## config.mk

```make
export PLATFORM = sky130hd
export DESIGN_NAME = image_blend_stream
export DESIGN_NICKNAME = d
export VERILOG_FILES = /design/src/rtl/image_blend_pkg.sv /design/src/rtl/image_blend_stream_join.sv /design/src/rtl/image_blend_stream.sv
export SDC_FILE = /design/constraint.sdc
export NUM_CORES = 1
export LEC_CHECK = 0
export BUFFER_PORTS_ARGS = -buffer_cell sky130_fd_sc_hd__buf_2
export CORE_UTILIZATION = 56
export DETAILED_ROUTE_END_ITERATION = 6
export GPL_TIMING_DRIVEN = 0
export PLACE_DENSITY = 0.78
export SYNTH_ARGS = -nofsm -noshare
export SYNTH_HDL_FRONTEND = slang
export SYNTH_SLANG_ARGS = --single-unit
```

## constraint.sdc

```tcl
create_clock -name clk -period 23.1 [get_ports clk]
set_clock_uncertainty 0.05 [all_clocks]
set_input_delay 3.465 -clock clk [delete_from_list [all_inputs] [get_ports clk]]
set_output_delay 3.465 -clock clk [all_outputs]
set_load 0.01 [all_outputs]
```

## src/rtl/image_blend_pkg.sv

```systemverilog
// Shared mode encodings and width helpers for the image_blend_stream pixel combiner.
package image_blend_pkg;

  typedef enum logic [1:0] {
    MODE_ADD     = 2'd0,
    MODE_ABSDIFF = 2'd1,
    MODE_MAX     = 2'd2,
    MODE_RSVD    = 2'd3
  } blend_mode_t;

  function automatic int prod_width(input int pix_w, input int wgt_w);
    return pix_w + wgt_w;
  endfunction

  function automatic int sum_width(input int pix_w, input int wgt_w);
    return pix_w + wgt_w + 1;
  endfunction

endpackage

```

## src/rtl/image_blend_stream_join.sv

```systemverilog
// Two-stream valid/ready join plus raster position and frame-marker generation.
module pixel_pair_join #(
  parameter int IMG_W = 128,
  parameter int IMG_H = 128
) (
  input  logic clk,
  input  logic rst_n,
  input  logic a_valid,
  input  logic b_valid,
  input  logic s1_ready,
  output logic a_ready,
  output logic b_ready,
  output logic fire,
  output logic sof,
  output logic eol,
  output logic eof
);

  localparam int COL_W = (IMG_W > 1) ? $clog2(IMG_W) : 1;
  localparam int ROW_W = (IMG_H > 1) ? $clog2(IMG_H) : 1;

  logic [COL_W-1:0] col;
  logic [ROW_W-1:0] row;

  // Each ready depends on the other stream's valid so neither side is consumed alone.
  assign a_ready = b_valid & s1_ready;
  assign b_ready = a_valid & s1_ready;
  assign fire    = a_valid & b_valid & s1_ready;

  assign sof = (col == '0) && (row == '0);
  assign eol = (col == COL_W'(IMG_W - 1));
  assign eof = eol && (row == ROW_W'(IMG_H - 1));

  always_ff @(posedge clk or negedge rst_n) begin
    if (!rst_n) begin
      col <= '0;
      row <= '0;
    end else if (fire) begin
      if (eol) begin
        col <= '0;
        row <= eof ? '0 : row + 1'b1;
      end else begin
        col <= col + 1'b1;
      end
    end
  end

endmodule

```

## src/rtl/image_blend_stream.sv

```systemverilog
// Streaming two-image weighted pixel combiner with frame markers.
// Optional per-frame clip counter enabled by defining IMG_BLEND_CLIP_CNT_EN.
module image_blend_stream
  import image_blend_pkg::*;
#(
  parameter int PIX_W = 8,
  parameter int IMG_W = 128,
  parameter int IMG_H = 128,
  parameter int WGT_W = 8,
  parameter int SHIFT = 6,
  parameter int OFS_W = 8,
  parameter int CNT_W = 16
) (
  input  logic             clk,
  input  logic             rst_n,
  input  logic             a_valid,
  input  logic [PIX_W-1:0] a_data,
  output logic             a_ready,
  input  logic             b_valid,
  input  logic [PIX_W-1:0] b_data,
  output logic             b_ready,
  input  logic [1:0]       cfg_mode,
  input  logic [WGT_W-1:0] cfg_wa,
  input  logic [WGT_W-1:0] cfg_wb,
  input  logic [OFS_W-1:0] cfg_offset,
  output logic             out_valid,
  output logic [PIX_W-1:0] out_data,
  input  logic             out_ready,
  output logic             out_sof,
  output logic             out_eol,
  output logic             out_eof,
  output logic             frame_done,
  output logic [CNT_W-1:0] clip_count
);

  localparam int PROD_W = prod_width(PIX_W, WGT_W);
  localparam int SUM_W  = sum_width(PIX_W, WGT_W);
  localparam logic [SUM_W:0] RND_HALF = (SUM_W + 1)'(1) << (SHIFT - 1);
  localparam logic signed [SUM_W+1:0] PIX_MAX_V = (SUM_W + 2)'((1 << PIX_W) - 1);

  logic s1_valid, s1_ready, s2_ready;
  logic join_fire, pos_sof, pos_eol, pos_eof;

  assign s2_ready = !out_valid | out_ready;
  assign s1_ready = !s1_valid | s2_ready;

  pixel_pair_join #(.IMG_W(IMG_W), .IMG_H(IMG_H)) u_join (
    .clk      (clk),
    .rst_n    (rst_n),
    .a_valid  (a_valid),
    .b_valid  (b_valid),
    .s1_ready (s1_ready),
    .a_ready  (a_ready),
    .b_ready  (b_ready),
    .fire     (join_fire),
    .sof      (pos_sof),
    .eol      (pos_eol),
    .eof      (pos_eof)
  );

  blend_mode_t      mode_q, mode_e;
  logic [WGT_W-1:0] wa_q, wb_q, wa_e, wb_e;
  logic [OFS_W-1:0] ofs_q, ofs_e;

  // Pixel (0,0) uses the live config directly; the rest of the frame uses the latched copy.
  assign mode_e = pos_sof ? blend_mode_t'(cfg_mode) : mode_q;
  assign wa_e   = pos_sof ? cfg_wa     : wa_q;
  assign wb_e   = pos_sof ? cfg_wb     : wb_q;
  assign ofs_e  = pos_sof ? cfg_offset : ofs_q;

  always_ff @(posedge clk or negedge rst_n) begin
    if (!rst_n) begin
      mode_q <= MODE_ADD;
      wa_q   <= '0;
      wb_q   <= '0;
      ofs_q  <= '0;
    end else if (join_fire && pos_sof) begin
      mode_q <= blend_mode_t'(cfg_mode);
      wa_q   <= cfg_wa;
      wb_q   <= cfg_wb;
      ofs_q  <= cfg_offset;
    end
  end

  logic [PROD_W-1:0] prod_a, prod_b;
  logic [PIX_W-1:0]  pix_max;
  logic [SUM_W-1:0]  sum_d;

  always_comb begin
    prod_a  = PROD_W'(a_data) * PROD_W'(wa_e);
    prod_b  = PROD_W'(b_data) * PROD_W'(wb_e);
    pix_max = (a_data > b_data) ? a_data : b_data;
    sum_d   = SUM_W'(prod_a) + SUM_W'(prod_b);
    case (mode_e)
      MODE_ABSDIFF: sum_d = (prod_a >= prod_b) ? SUM_W'(prod_a - prod_b) : SUM_W'(prod_b - prod_a);
      MODE_MAX:     sum_d = SUM_W'(pix_max) << SHIFT;
      default:      sum_d = SUM_W'(prod_a) + SUM_W'(prod_b);
    endcase
  end

  logic [SUM_W-1:0] s1_sum;
  logic [OFS_W-1:0] s1_ofs;
  logic             s1_sof, s1_eol, s1_eof;

  always_ff @(posedge clk or negedge rst_n) begin
    if (!rst_n) begin
      s1_valid <= 1'b0;
      s1_sum   <= '0;
      s1_ofs   <= '0;
      s1_sof   <= 1'b0;
      s1_eol   <= 1'b0;
      s1_eof   <= 1'b0;
    end else if (s1_ready) begin
      s1_valid <= join_fire;
      if (join_fire) begin
        s1_sum <= sum_d;
        s1_ofs <= ofs_e;
        s1_sof <= pos_sof;
        s1_eol <= pos_eol;
        s1_eof <= pos_eof;
      end
    end
  end

  logic [SUM_W:0]          rounded;
  logic signed [SUM_W+1:0] v;
  logic                    clip_lo, clip_hi;
  logic [PIX_W-1:0]        pix_d;

  always_comb begin
    rounded = ({1'b0, s1_sum} + RND_HALF) >> SHIFT;
    v       = $signed({1'b0, rounded}) - $signed({{(SUM_W + 2 - OFS_W){s1_ofs[OFS_W-1]}}, s1_ofs});
    clip_lo = v[SUM_W+1];
    clip_hi = !clip_lo && (v > PIX_MAX_V);
    pix_d   = v[PIX_W-1:0];
    if (clip_lo) pix_d = '0;
    else if (clip_hi) pix_d = '1;
  end

  logic s2_load, eof_xfer;
  assign s2_load  = s2_ready & s1_valid;
  assign eof_xfer = out_valid & out_ready & out_eof;

  always_ff @(posedge clk or negedge rst_n) begin
    if (!rst_n) begin
      out_valid  <= 1'b0;
      out_data   <= '0;
      out_sof    <= 1'b0;
      out_eol    <= 1'b0;
      out_eof    <= 1'b0;
      frame_done <= 1'b0;
    end else begin
      frame_done <= eof_xfer;
      if (s2_ready) begin
        out_valid <= s1_valid;
        if (s1_valid) begin
          out_data <= pix_d;
          out_sof  <= s1_sof;
          out_eol  <= s1_eol;
          out_eof  <= s1_eof;
        end
      end
    end
  end

`ifdef IMG_BLEND_CLIP_CNT_EN
  logic [CNT_W-1:0] clip_cnt, clip_base;

  // A clip from the next frame's first pixel may land in S2 on the same edge the eof leaves.
  assign clip_base = eof_xfer ? '0 : clip_cnt;

  always_ff @(posedge clk or negedge rst_n) begin
    if (!rst_n) begin
      clip_cnt   <= '0;
      clip_count <= '0;
    end else begin
      if (eof_xfer) clip_count <= clip_cnt;
      if (s2_load && (clip_lo || clip_hi) && (clip_base != '1))
        clip_cnt <= clip_base + 1'b1;
      else
        clip_cnt <= clip_base;
    end
  end
`else
  assign clip_count = '0;
`endif

endmodule
```

# --- Word level (Yosys, flattened, before mapping) ---
# Cells that the tools add are included.
totals:
  regBits: 82
  inputBits: 47
  out_inout_bits: 31
  elab_cells: 65
classes:
  n_addsub: 7
  n_mul: 2
  order_cmp: 3
  n_eq_ne: 4
  mux: 11
  bitwise_logic: 8
  n_reduce_logical: 12
op_table:
  columns: ["operator", "n"]
  rows:
  - ["8-bit two-way mux", 6]
  - ["17-bit one-hot mux with 2 select lines", 1]
  - ["16-bit by 16-bit subtractor with 17-bit output", 2]
  - ["8-bit by 8-bit multiplier with 16-bit output", 2]
  - ["17-bit by 6-bit adder with 18-bit output, second input constant", 1]
  - ["16-bit by 16-bit adder with 17-bit output", 1]
  - ["17-bit two-way mux", 1]
  - ["16-bit >= comparator", 1]
  - ["7-bit by 1-bit adder with 7-bit output, second input constant", 2]
  - ["7-bit equality test, second input constant", 2]
  - ["14-bit by 9-bit greater-than comparator with 1-bit output, second input constant", 1]
  - ["7-bit logical NOT", 2]
  - ["7-bit two-way mux", 2]
  - ["13-bit by 8-bit subtractor with 14-bit output", 1]
  - ["8-bit greater-than comparator", 1]
  - ["1-bit AND", 6]
  - ["2-bit AND reduction", 3]
  - ["1-bit logical AND", 4]
  - ["1-bit logical NOT", 3]
  - ["2-bit by 1-bit equality test with 1-bit output, second input constant", 1]
  - ["2-bit equality test, second input constant", 1]
  - ["2-bit two-way mux", 1]
  - ["1-bit bitwise OR", 2]

# --- Depth between registers and ports, before layout ---
logic_depth:
  word_depth: 7
  depth_mapped: 35
  depth_no_buf: 32

# --- Hierarchy ---
# Synthesis repeated with hierarchy kept, for this count alone.
unflattened:
  cells_unflattened: 1188
  hier_area_um2: 10581.4
by_module_without_submodules:
  columns: ["module", "n_inst", "cells_per_inst", "area_per_inst_um2", "seq_area_each_um2"]
  rows:
  - ["image_blend_stream", 1, 1107, 9826.9, 1576.5]
  - ["pixel_pair_join", 1, 81, 754.5, 350.3]

# --- Worst setup path before layout ---
# OpenSTA, ideal clock, no wires.
synth_timing:
  kind: "input -> register"
  startpoint: "input cfg_wb[4]"
  endpoint: "register s1_sum[15]"
  setup_ns: 0.122
  arrival_ns: 10.007
  t_required_ns: 22.928
  setup_slack_ns: 12.921
  stages: 28
  n_path_buf: 1
  path_cell_list: "mux2i_1 nor2_1 fa_1 fa_1 inv_1 fa_1 fa_1 inv_1 ha_1 inv_1 o21bai_1 a211o_1 a31oi_1 nor2b_1 o21a_1 o41a_1 xor2_1 ha_1 buf_2 nor2_1 nand2_1 nor4b_1 nor2_1 nand2_1 mux2_2 or4_1 nand3_1 a21oi_1"
synth_via:
  elab_chain_len: 5
  elab_cells_between_ends: 8
  classes_between: "add/sub (3); mul (1); order compare (1); mux (3)"
synth_rtl:
  columns: ["item", "line_no", "source"]
  rows:
  - ["from (decl)", "image_blend_stream.sv:24", "input logic [WGT_W-1:0] cfg_wb,"]
  - ["8-bit two-way mux *", "image_blend_stream.sv:68", "assign wb_e = pos_sof ? cfg_wb : wb_q;"]
  - ["8-bit by 8-bit multiplier with 16-bit output *", "image_blend_stream.sv:91", "prod_b = PROD_W'(b_data) * PROD_W'(wb_e);"]
  - ["16-bit by 16-bit subtractor with 17-bit output or 16-bit >= comparator (tied branches)", "image_blend_stream.sv:95", "MODE_ABSDIFF: sum_d = (prod_a >= prod_b) ? SUM_W'(prod_a - prod_b) : SUM_W'(prod_b - prod_a);"]
  - ["17-bit two-way mux", "image_blend_stream.sv:95", null]
  - ["17-bit one-hot mux with 2 select lines *", "image_blend_stream.sv:94", "case (mode_e)"]
  - ["to (signal assigned)", "image_blend_stream.sv:116", "s1_sum <= sum_d;"]
  - ["to (decl)", "image_blend_stream.sv:101", "logic [SUM_W-1:0] s1_sum;"]
# Mark *: on every way between the ends. The rest lies on a longest branch, timed or not.
# A chain may end at the register's enable or synchronous reset.

# --- Worst setup path after layout ---
layout_timing:
  startpoint: "input cfg_wa[6]"
  endpoint: "register s1_sum[15]"
layout_via:
  elab_chain_len: 5
  elab_cells_between_ends: 8
  classes_between: "add/sub (3); mul (1); order compare (1); mux (3)"
layout_rtl:
  columns: ["item", "line_no", "source"]
  rows:
  - ["from (decl)", "image_blend_stream.sv:23", "input logic [WGT_W-1:0] cfg_wa,"]
  - ["8-bit two-way mux *", "image_blend_stream.sv:67", "assign wa_e = pos_sof ? cfg_wa : wa_q;"]
  - ["8-bit by 8-bit multiplier with 16-bit output *", "image_blend_stream.sv:90", "prod_a = PROD_W'(a_data) * PROD_W'(wa_e);"]
  - ["16-bit by 16-bit subtractor with 17-bit output or 16-bit >= comparator (tied branches)", "image_blend_stream.sv:95", null]
  - ["17-bit two-way mux", "image_blend_stream.sv:95", null]
  - ["17-bit one-hot mux with 2 select lines *", "image_blend_stream.sv:94", null]
# Marks and branches as above.

==> out/metrics.json <==
{
  "synthesis": {
    "synth-edff-count": 0,
    "seq_area_frac_synth_pct": 18.0,
    "synth-seq-cells": 77,
    "portion_of_synthesized_cell_area_occupied_by_the_leading_cell_type_pct": 18.0,
    "ys_warn_count": 0,
    "postSynth.asyncResetShare_pct": 100,
    "post_synthesis_instance_area_um2": 10700,
    "synth_area_leader_cell": "dfrtp_1",
    "post_synth_num_cell_types": 78,
    "synth_top_cells_by_area": "dfrtp_1 (18%), ha_1 (17%), fa_1 (14%)",
    "syn-instance-count": 1201,
    "syn-mean-instance-area_um2": 8.90,
    "synth-main-ff-cell": "dfrtp_1"
  },
  "critical_path": {
    "timing.critical_path.arrival_ns": 11.08,
    "cp_data_required_time_ns": 23.28,
    "setup.worst_path.start_class": "input port",
    "regToRegSetupSlack_ns": 12.71,
    "critPathMaxFanout": 8,
    "end_kind": "flop",
    "termination_of_the_worst_setup_path": "s1_sum[15]$_DFFE_PN0P_",
    "r2r_end": "s1_sum[15]$_DFFE_PN0P_",
    "startpoint": "cfg_wa[6]",
    "timing.reg2reg.worst_path_depth": 33,
    "timing.rr.start": "u_join.row[0]$_DFFE_PN0P_",
    "path_class": "input port to flop"
  },
  "timing": {
    "timing_max_transition_violations_final": 0,
    "fmax_mhz": 91.8,
    "layout_worst_path_cycle_share_pct": 47.2,
    "timing.final.crit_period_ns": 10.90,
    "rsz_0062_raised_after_global_routing": "false",
    "fin_tns_setup_ns": 0,
    "final_hold_viols": 0,
    "finalSetupViolCount": 0,
    "max-slew-margin-rel_pct": 28.0,
    "timing_worst_slew_pin_value_ns": 1.08
  },
  "final_layout": {
    "final_layout_size_suffix_gt1_share_pct": 11.6,
    "synthToLayoutAreaGrowth_pct": 9.43,
    "layout.cells.most_common": "inv_1",
    "antenna-diode-count": 0,
    "fin_nets": 1557,
    "layout_common_cells": "inv_1 (160), ha_1 (148), nor2_1 (109)"
  },
  "clocking": {
    "cts_setup_buffers": 0,
    "tritoncts_clock_tree": "yes",
    "resized_cells_post_cts": 0,
    "clock-root-buffer": "clkbuf_16",
    "clock_latency_ns": 0.35,
    "cts_max_level": 3,
    "cts.reportedPaths.clkPinSlew_ns": 0.06,
    "cts_sinks": 77,
    "buffer_depth_of_the_longest_clock_path": 2,
    "cts_hold_buf": 0,
    "numCtsBuffers": 9
  },
  "floorplan": {
    "die_area_um2": 19600,
    "core.rowCount": 50,
    "io_pins": 78,
    "dieWidth_um": 140,
    "design.core.area_um2": 18700,
    "die_height_um": 140,
    "initial_core_util_pct": 57.2
  },
  "global_route": {
    "grt_start_max_net_pins": 60,
    "grt_pass1_wl_um": 42800,
    "grt_pass1_vias": 8633,
    "number_of_antenna_violations_at_the_first_check_in_global_routing": 0,
    "grtUsageTotal_pct": 27.5,
    "grt-ovfl-total": 0
  },
  "placed_design": {
    "port_buffers": 61,
    "post-dp-hpwl_um": 21000,
    "routabilityCongestion": 0.940
  },
  "outcome": {
    "status": "finished, final reports clean"
  },
  "routing": {
    "vias_per_cell": 5.69,
    "via_count": 8689,
    "drt_pass1_iterations": 5,
    "routedWlPerCell_um": 16.9,
    "dr.first_iter.drc_count": 367,
    "drtAntennaViolNets": 0,
    "post-route-drc-count": 0,
    "totalWireLength_um": 25800
  },
  "worst_hold_path": {
    "holdCritPathClass": "flop to flop"
  },
  "job": {
    "max_cap_check_violation_count": 0
  }
}
stage by stage:
step                      instance area [um2]  instances  hold WS [ns]  setup slack, ns  utilization, %
final                                   11700       1528         0.431            12.20            62.5
after global routing                    11700       1528         0.447            11.72            62.5
after CTS                               11700       1528         0.432            12.25            62.5
after detailed placement                11400       1512         0.417            11.88            60.8
after global placement                  11300       1511         0.410            11.89            60.6
after floorplan                         10700       1216         0.396            12.92               -
cell type report:
| class | count | area (um2) |
|---|---|---|
| fillers | 1583 | 7010 |
| repair buffers | 62 | 335 |
| well taps | 234 | 293 |
| clock buffers | 9 | 225 |
| flip-flops and latches | 77 | 1930 |
| plain buffers | 39 | 226 |
| clock inverters | 7 | 98.8 |
| inverters | 168 | 633 |
| multi-input cells | 932 | 7960 |
worst min-delay path by stage:
stage / depth (start not counted) / to / start / slack (ns)
3_3_place_gp: 1 / s1_eol$_DFFE_PN0P_ / s1_eol$_DFFE_PN0P_ / 0.41
2_1_floorplan: 1 / s1_eol$_DFFE_PN0P_ / s1_eol$_DFFE_PN0P_ / 0.40
3_5_place_dp: 1 / s1_eol$_DFFE_PN0P_ / s1_eol$_DFFE_PN0P_ / 0.42
4_1_cts: 1 / s1_eol$_DFFE_PN0P_ / s1_eol$_DFFE_PN0P_ / 0.43
5_1_grt: 1 / out_data[0]$_DFFE_PN0P_ / out_data[0]$_DFFE_PN0P_ / 0.45
6_report: 1 / s1_eol$_DFFE_PN0P_ / s1_eol$_DFFE_PN0P_ / 0.43
critical path: stages:
cell and delay (ns):
buf_2 0.10, mux2i_1 0.64, nand2b_1 0.23, fa_1 0.45
fa_1 0.54, inv_1 0.05, fa_1 0.52, inv_1 0.05
fa_1 0.53, inv_1 0.04, ha_1 0.34, a211o_1 0.30
a31oi_1 0.26, nor2b_1 0.07, o21ai_0 0.20, nor2b_1 0.28
xnor2_1 0.21, ha_1 0.36, nor2_1 0.33, nand4_1 0.15
nor4b_1 0.33, nor2_1 0.18, nand2_1 0.41, mux2_2 0.40
or4_1 0.46, nand3_1 0.09, a21oi_1 0.06
logic make-up (layout without fill, tap and decap cells):
| group | Yosys count | count (layout) | synth area share, % |
|---|---|---|---|
| xor gates and xnor gates | 70 | 70 | 5.74 |
| and+or+nand+nor | 334 | 334 | 15.8 |
| adders and majority gates | 221 | 221 | 31.0 |
| muxes | 74 | 74 | 7.33 |
| AOI/OAI and AO/OA | 217 | 217 | 14.1 |
| buffers and inverters | 207 | 285 | 8.04 |
| DFF | 77 | 77 | 18.0 |
| other | 1 | 16 | 0.0351 |
cell usage after synthesis (all sizes together) (20+ instances only):
master  number
inv        163
ha         148
dfrtp       77
o21ai       36
mux2        34
nand2b      25
nand2       46
nor2b       67
a21oi       61
xnor2       50
buf         24
mux2i       40
nor2       109
fa          73
xor2        20
sequential cells by signal, summed over array words and instances, names as in the netlist, 2 cells and up:
register    cells
u_join.col      7
s1_sum         12
wb_q            8
ofs_q           8
mode_q          2
out_data        8
u_join.row      7
wa_q            8
s1_ofs          8
routing by layer:
| layer | GRT usage, % | part of all wire (%) | vias up |
|---|---|---|---|
| met1 | 34.2 | 44 | 4203 |
| met4 | 9.60 | 2.6 | 0 |
| li1 | - | - | 4212 |
| met3 | 3.76 | 4.0 | 43 |
| met5 | 0 | 0 | - |
| met2 | 48.6 | 49 | 231 |
Power is not shown: default switching activity piles up to over one toggle a cycle in this logic, so the estimate is an artifact.
